==> config.mk <==
export PLATFORM = sky130hd
export DESIGN_NAME = afifo_wr_ctrl
export DESIGN_NICKNAME = d
export VERILOG_FILES = /design/src/rtl/afifo_wr_ctrl.sv
export SDC_FILE = /design/constraint.sdc
export NUM_CORES = 1
export LEC_CHECK = 0
export BUFFER_PORTS_ARGS = -buffer_cell sky130_fd_sc_hd__buf_2
export CAP_MARGIN = 20
export CORE_MARGIN = 3
export CORE_UTILIZATION = 35
export DETAILED_ROUTE_END_ITERATION = 16
export GPL_TIMING_DRIVEN = 0
export HOLD_SLACK_MARGIN = 0.06
export PLACE_DENSITY = 0.75
export SLEW_MARGIN = 20
export SYNTH_ARGS = -nofsm -noshare
export SYNTH_HDL_FRONTEND = slang
export SYNTH_SLANG_ARGS = --single-unit
==> constraint.sdc <==
create_clock -name wclk -period 5.46 [get_ports wclk]
set_clock_uncertainty 0.1 [all_clocks]
set_input_delay 1.092 -clock wclk [delete_from_list [all_inputs] [get_ports wclk]]
set_output_delay 1.092 -clock wclk [all_outputs]
set_load 0.005 [all_outputs]
==> src/rtl/afifo_wr_ctrl.sv <==
// Write-side controller of the AXI slave async FIFO: write pointers, read-pointer sync, full/level/overflow.
// Optional almost-full flag built only when AFIFO_WR_ALMOST_FULL_EN is defined.
module afifo_wr_ctrl #(
   parameter int unsigned PTR_WIDTH  = 3,
   parameter int unsigned DATA_WIDTH = 39,
   parameter int unsigned AF_THRESH  = 6
) (
   input  logic                  wclk,
   input  logic                  wrst_n,
   input  logic                  push,
   input  logic [DATA_WIDTH-1:0] push_data,
   output logic                  push_full,
   output logic                  push_afull,
   output logic [PTR_WIDTH:0]    wr_level,
   output logic                  overflow,
   input  logic [PTR_WIDTH:0]    rgray_ptr_in,
   output logic [PTR_WIDTH:0]    wgray_ptr_out,
   output logic [PTR_WIDTH-1:0]  waddr,
   output logic                  wen,
   output logic [DATA_WIDTH-1:0] wdata
);

   logic [PTR_WIDTH:0] wbin_q, wbin_d;
   logic [PTR_WIDTH:0] wgray_q, wgray_d;
   logic [PTR_WIDTH:0] rq1_q, rq2_q;
   logic [PTR_WIDTH:0] rbin_s;
   logic [PTR_WIDTH:0] level_q, level_d;
   logic               full_q, full_d;
   logic               ovf_q, ovf_d;
   logic               accept;

   if ((PTR_WIDTH < 2) || (AF_THRESH < 1) || (AF_THRESH > (2 ** PTR_WIDTH))) begin : g_param_range_err
      $error("afifo_wr_ctrl: PTR_WIDTH must be >= 2 and AF_THRESH within 1..2**PTR_WIDTH");
   end

   always_comb begin
      // wen is forced low while reset is held, independent of push_full
      accept  = push & ~full_q & wrst_n;
      wbin_d  = wbin_q + {{PTR_WIDTH{1'b0}}, accept};
      wgray_d = wbin_d ^ (wbin_d >> 1);
      rbin_s  = '0;
      for (int unsigned i = 0; i <= PTR_WIDTH; i++) begin
         rbin_s[i] = ^(rq2_q >> i);
      end
      full_d  = (wgray_d == {~rq2_q[PTR_WIDTH -: 2], rq2_q[PTR_WIDTH-2:0]});
      level_d = wbin_d - rbin_s;
      ovf_d   = push & full_q;
   end

   always_ff @(posedge wclk or negedge wrst_n) begin
      if (!wrst_n) begin
         wbin_q  <= '0;
         wgray_q <= '0;
         rq1_q   <= '0;
         rq2_q   <= '0;
         full_q  <= 1'b0;
         level_q <= '0;
         ovf_q   <= 1'b0;
      end else begin
         wbin_q  <= wbin_d;
         wgray_q <= wgray_d;
         rq1_q   <= rgray_ptr_in;
         rq2_q   <= rq1_q;
         full_q  <= full_d;
         level_q <= level_d;
         ovf_q   <= ovf_d;
      end
   end

`ifdef AFIFO_WR_ALMOST_FULL_EN
   localparam logic [PTR_WIDTH:0] AF_THRESH_L = AF_THRESH[PTR_WIDTH:0];
   logic afull_q;

   always_ff @(posedge wclk or negedge wrst_n) begin
      if (!wrst_n) begin
         afull_q <= 1'b0;
      end else begin
         afull_q <= (level_d >= AF_THRESH_L);
      end
   end

   assign push_afull = afull_q;
`else
   assign push_afull = 1'b0;
`endif

   assign push_full     = full_q;
   assign wr_level      = level_q;
   assign overflow      = ovf_q;
   assign wgray_ptr_out = wgray_q;
   assign wen           = accept;
   assign waddr         = wbin_q[PTR_WIDTH-1:0];
   assign wdata         = push_data;

endmodule

==> results.py <==
metrics = {
    "run_status": {
        "outcome": "completed",
    },
    "routing": {
        "viasPerCell": 3.92,
        "drtPass1Iterations": 2,
        "post_drt_wl_per_cell_um": 9.61,
        "routed_wl_mm": 2.03,
        "vias": 827,
        "drt_iter0_drc": 1,
        "drcViolationCount": 0,
        "detail-route-antenna-nets": 0,
    },
    "global_routing": {
        "grt_usage_pct": 9.35,
        "grt_pass1_wl_mm": 3.04,
        "grt_pass1_vias": 713,
        "grt_max_degree": 23,
        "antenna_found_initial": 0,
        "grt-ovfl-total": 0,
    },
    "clock_tree": {
        "numCtsBuffers": 3,
        "cts_root_buffer": "clkbuf_4",
        "clock-sinks": 21,
        "cts_resized": 0,
        "cts_tree": "built",
        "clkTransAtPathRegs_ns": 0.10,
        "post_cts_buffers": 0,
        "postCtsHoldBufs": 0,
        "cts_buffer_depth": 2,
        "clk_latency_ns": 0.30,
        "htreeDepth": 1,
    },
    "timing": {
        "fmax_mhz": 331,
        "rsz0062_at_grt": "false",
        "hold_violations": 0,
        "slew_violations": 0,
        "min_period_ns": 3.02,
        "finalSetupViolations": 0,
        "setup_tns_ns": 0,
        "whs_ns": 0.258,
        "post-route-period-util_pct": 55.4,
    },
    "synth": {
        "yosysTopAreaCellShare_pct": 45.3,
        "synth-main-ff-cell": "dfrtp_1",
        "synth.most_common_cell": "buf_4",
        "synth_cells": 104,
        "synth.distinct_cells": 22,
        "synth_warnings": 0,
        "syn_area_um2": 1160,
        "synth.avg_cell_area_um2": 11.2,
        "synth_nets": 154,
        "synthTopCellsByCount": "40 x buf_4, 21 x dfrtp_1, 11 x xnor2_1",
        "yosys_register_bits": 21,
        "async_reset_ff_share_pct": 100,
        "synth_area_leaders": "dfrtp_1 45%, buf_4 26%, xnor2_1 8.3%, ha_1 4.3%, xor2_1 3.8%",
        "yosysTopAreaCell": "dfrtp_1",
        "synth_edf_count": 0,
        "seq_area_frac_synth_pct": 45.3,
    },
    "worst_setup_path": {
        "arrival_ns": 1.83,
        "cpMaxStageDelayCell": "buf_2",
        "crit_buf_inv": 2,
        "worstPathMaxFanout": 22,
        "crit_chain": "buf_2 > nand2_1 > nor2_1 > buf_2",
        "critPathMaxStageDelay_ns": 0.38,
        "critPathKind": "in -> out",
        "cp_common_cell": "buf_2",
        "endpoint_kind": "output pin",
        "crit_required_ns": 4.27,
        "start_kind": "input port",
        "crit_family": "buffers and inverters",
    },
    "power": {
        "p_per_area_nw_per_um2": 396,
        "leakage_nw": 0.843,
        "peakVddDrop_mv": 0.155,
    },
    "min_path": {
        "hp-class": "reg -> reg",
    },
    "place": {
        "io_buffer_count": 59,
        "place.gp.congestion": 0.756,
        "dp.cells": 207,
    },
    "run": {
        "maxCapViolations": 0,
    },
    "floorplanning": {
        "die_y_um": 63.6,
        "start_util_pct": 37.4,
        "rows": 20,
        "coreArea_um2": 3100,
        "die_x_um": 63.6,
        "io_pins": 100,
        "dieArea_um2": 4040,
    },
    "final_layout": {
        "syn_to_final_growth_pct": 32.5,
        "fin_util_pct": 49.6,
        "final_cells": 211,
        "antennaDiodeCount": 0,
        "nNetsFinal": 218,
        "regArea_um2": 526,
        "drive_gt1_share_pct": 64.1,
        "fillers": 301,
        "multiInputGateArea_um2": 315,
    },
}
registers in the layout, indices dropped and copies added (netlist names):
register / flops
rq1_q: 4
rq2_q: 4
wbin_q: 4
wr_level: 4
wgray_ptr_out: 3
overflow: 1
push_full: 1
through the flow:
stage,worst slack [ns],total power [mW],instance area (um^2)
floorplan,2.74,0.448,1160
global placement,2.16,0.542,1510
detailed placement,2.11,0.549,1510
CTS,2.38,0.623,1540
global route,2.19,0.667,1540
finish,2.44,0.609,1540
layer usage:
layer,GRT usage (%),wire length (um),vias to the layer above
met5,0,0,-
met4,2.43,0,0
met3,4.99,323,0
met2,15.5,958,67
met1,10.4,746,347
li1,-,-,413
power by group:
group          switching [mW]  leakage (nW)  internal, mW
Sequential             0.0251         0.250         0.209
Combinational           0.144         0.576         0.161
Clock                  0.0435        0.0177        0.0273
Total                   0.212         0.843         0.397
logic make-up (layout without fill, tap and decap cells):
logic type               count (synthesis)  in the layout  share of synthesized area [%]
AO/OA/AOI/OAI                            4              4                           2.59
XOR/XNOR                                17             17                           13.5
other                                    1              1                          0.323
buffers and inverters                   45            108                           27.6
multiplexers                             2              2                           1.83
flip-flops                              21             21                           45.3
adder cells (fa/ha/maj)                  5              5                           5.17
AND/OR/NAND/NOR                          9              9                           3.77
area by class of cell:
cell class                 instances  share of cell area (%)
tap                               44                    3.58
inverter                           4                   0.976
multi-input combinational         38                    20.5
timing repair buffer              59                    19.2
buffer                            41                    19.8
sequential                        21                    34.1
clock buffer                       3                    1.46
clock inverter                     1                   0.325
worst register-to-register path, stage by stage (launching register included):
cell	delay, ns
dfrtp_1	0.41
xor2_1	0.36
xnor2_1	0.18
xnor2_1	0.15
ha_1	0.20
nor2b_1	0.13
maj3_1	0.35
a21oi_1	0.15
xor2_1	0.16
placed cells by master, fill, tap and decap left out, drive strengths merged, types with 2 or more instances in the layout:
cell type    n
xor2         5
clkbuf       3
buf        100
ha           4
inv          4
nand3        2
nand2        3
dfrtp       21
xnor2       12
path summary, 6_finish.rpt:
check                         start  cells after the start     endpoint  slack, ns
min reg2reg                rq1_q[0]                      0     rq2_q[0]       0.26
max in group asynchronous    wrst_n                      1  wr_level[0]       4.32
max reg2reg                rq2_q[3]                      8  wr_level[3]       3.21
min                        rq1_q[0]                      0     rq2_q[0]       0.26
min in group asynchronous    wrst_n                      1  wr_level[1]       0.62
max                          wrst_n                      4          wen       2.44
Power figures use the tool's default switching activity.
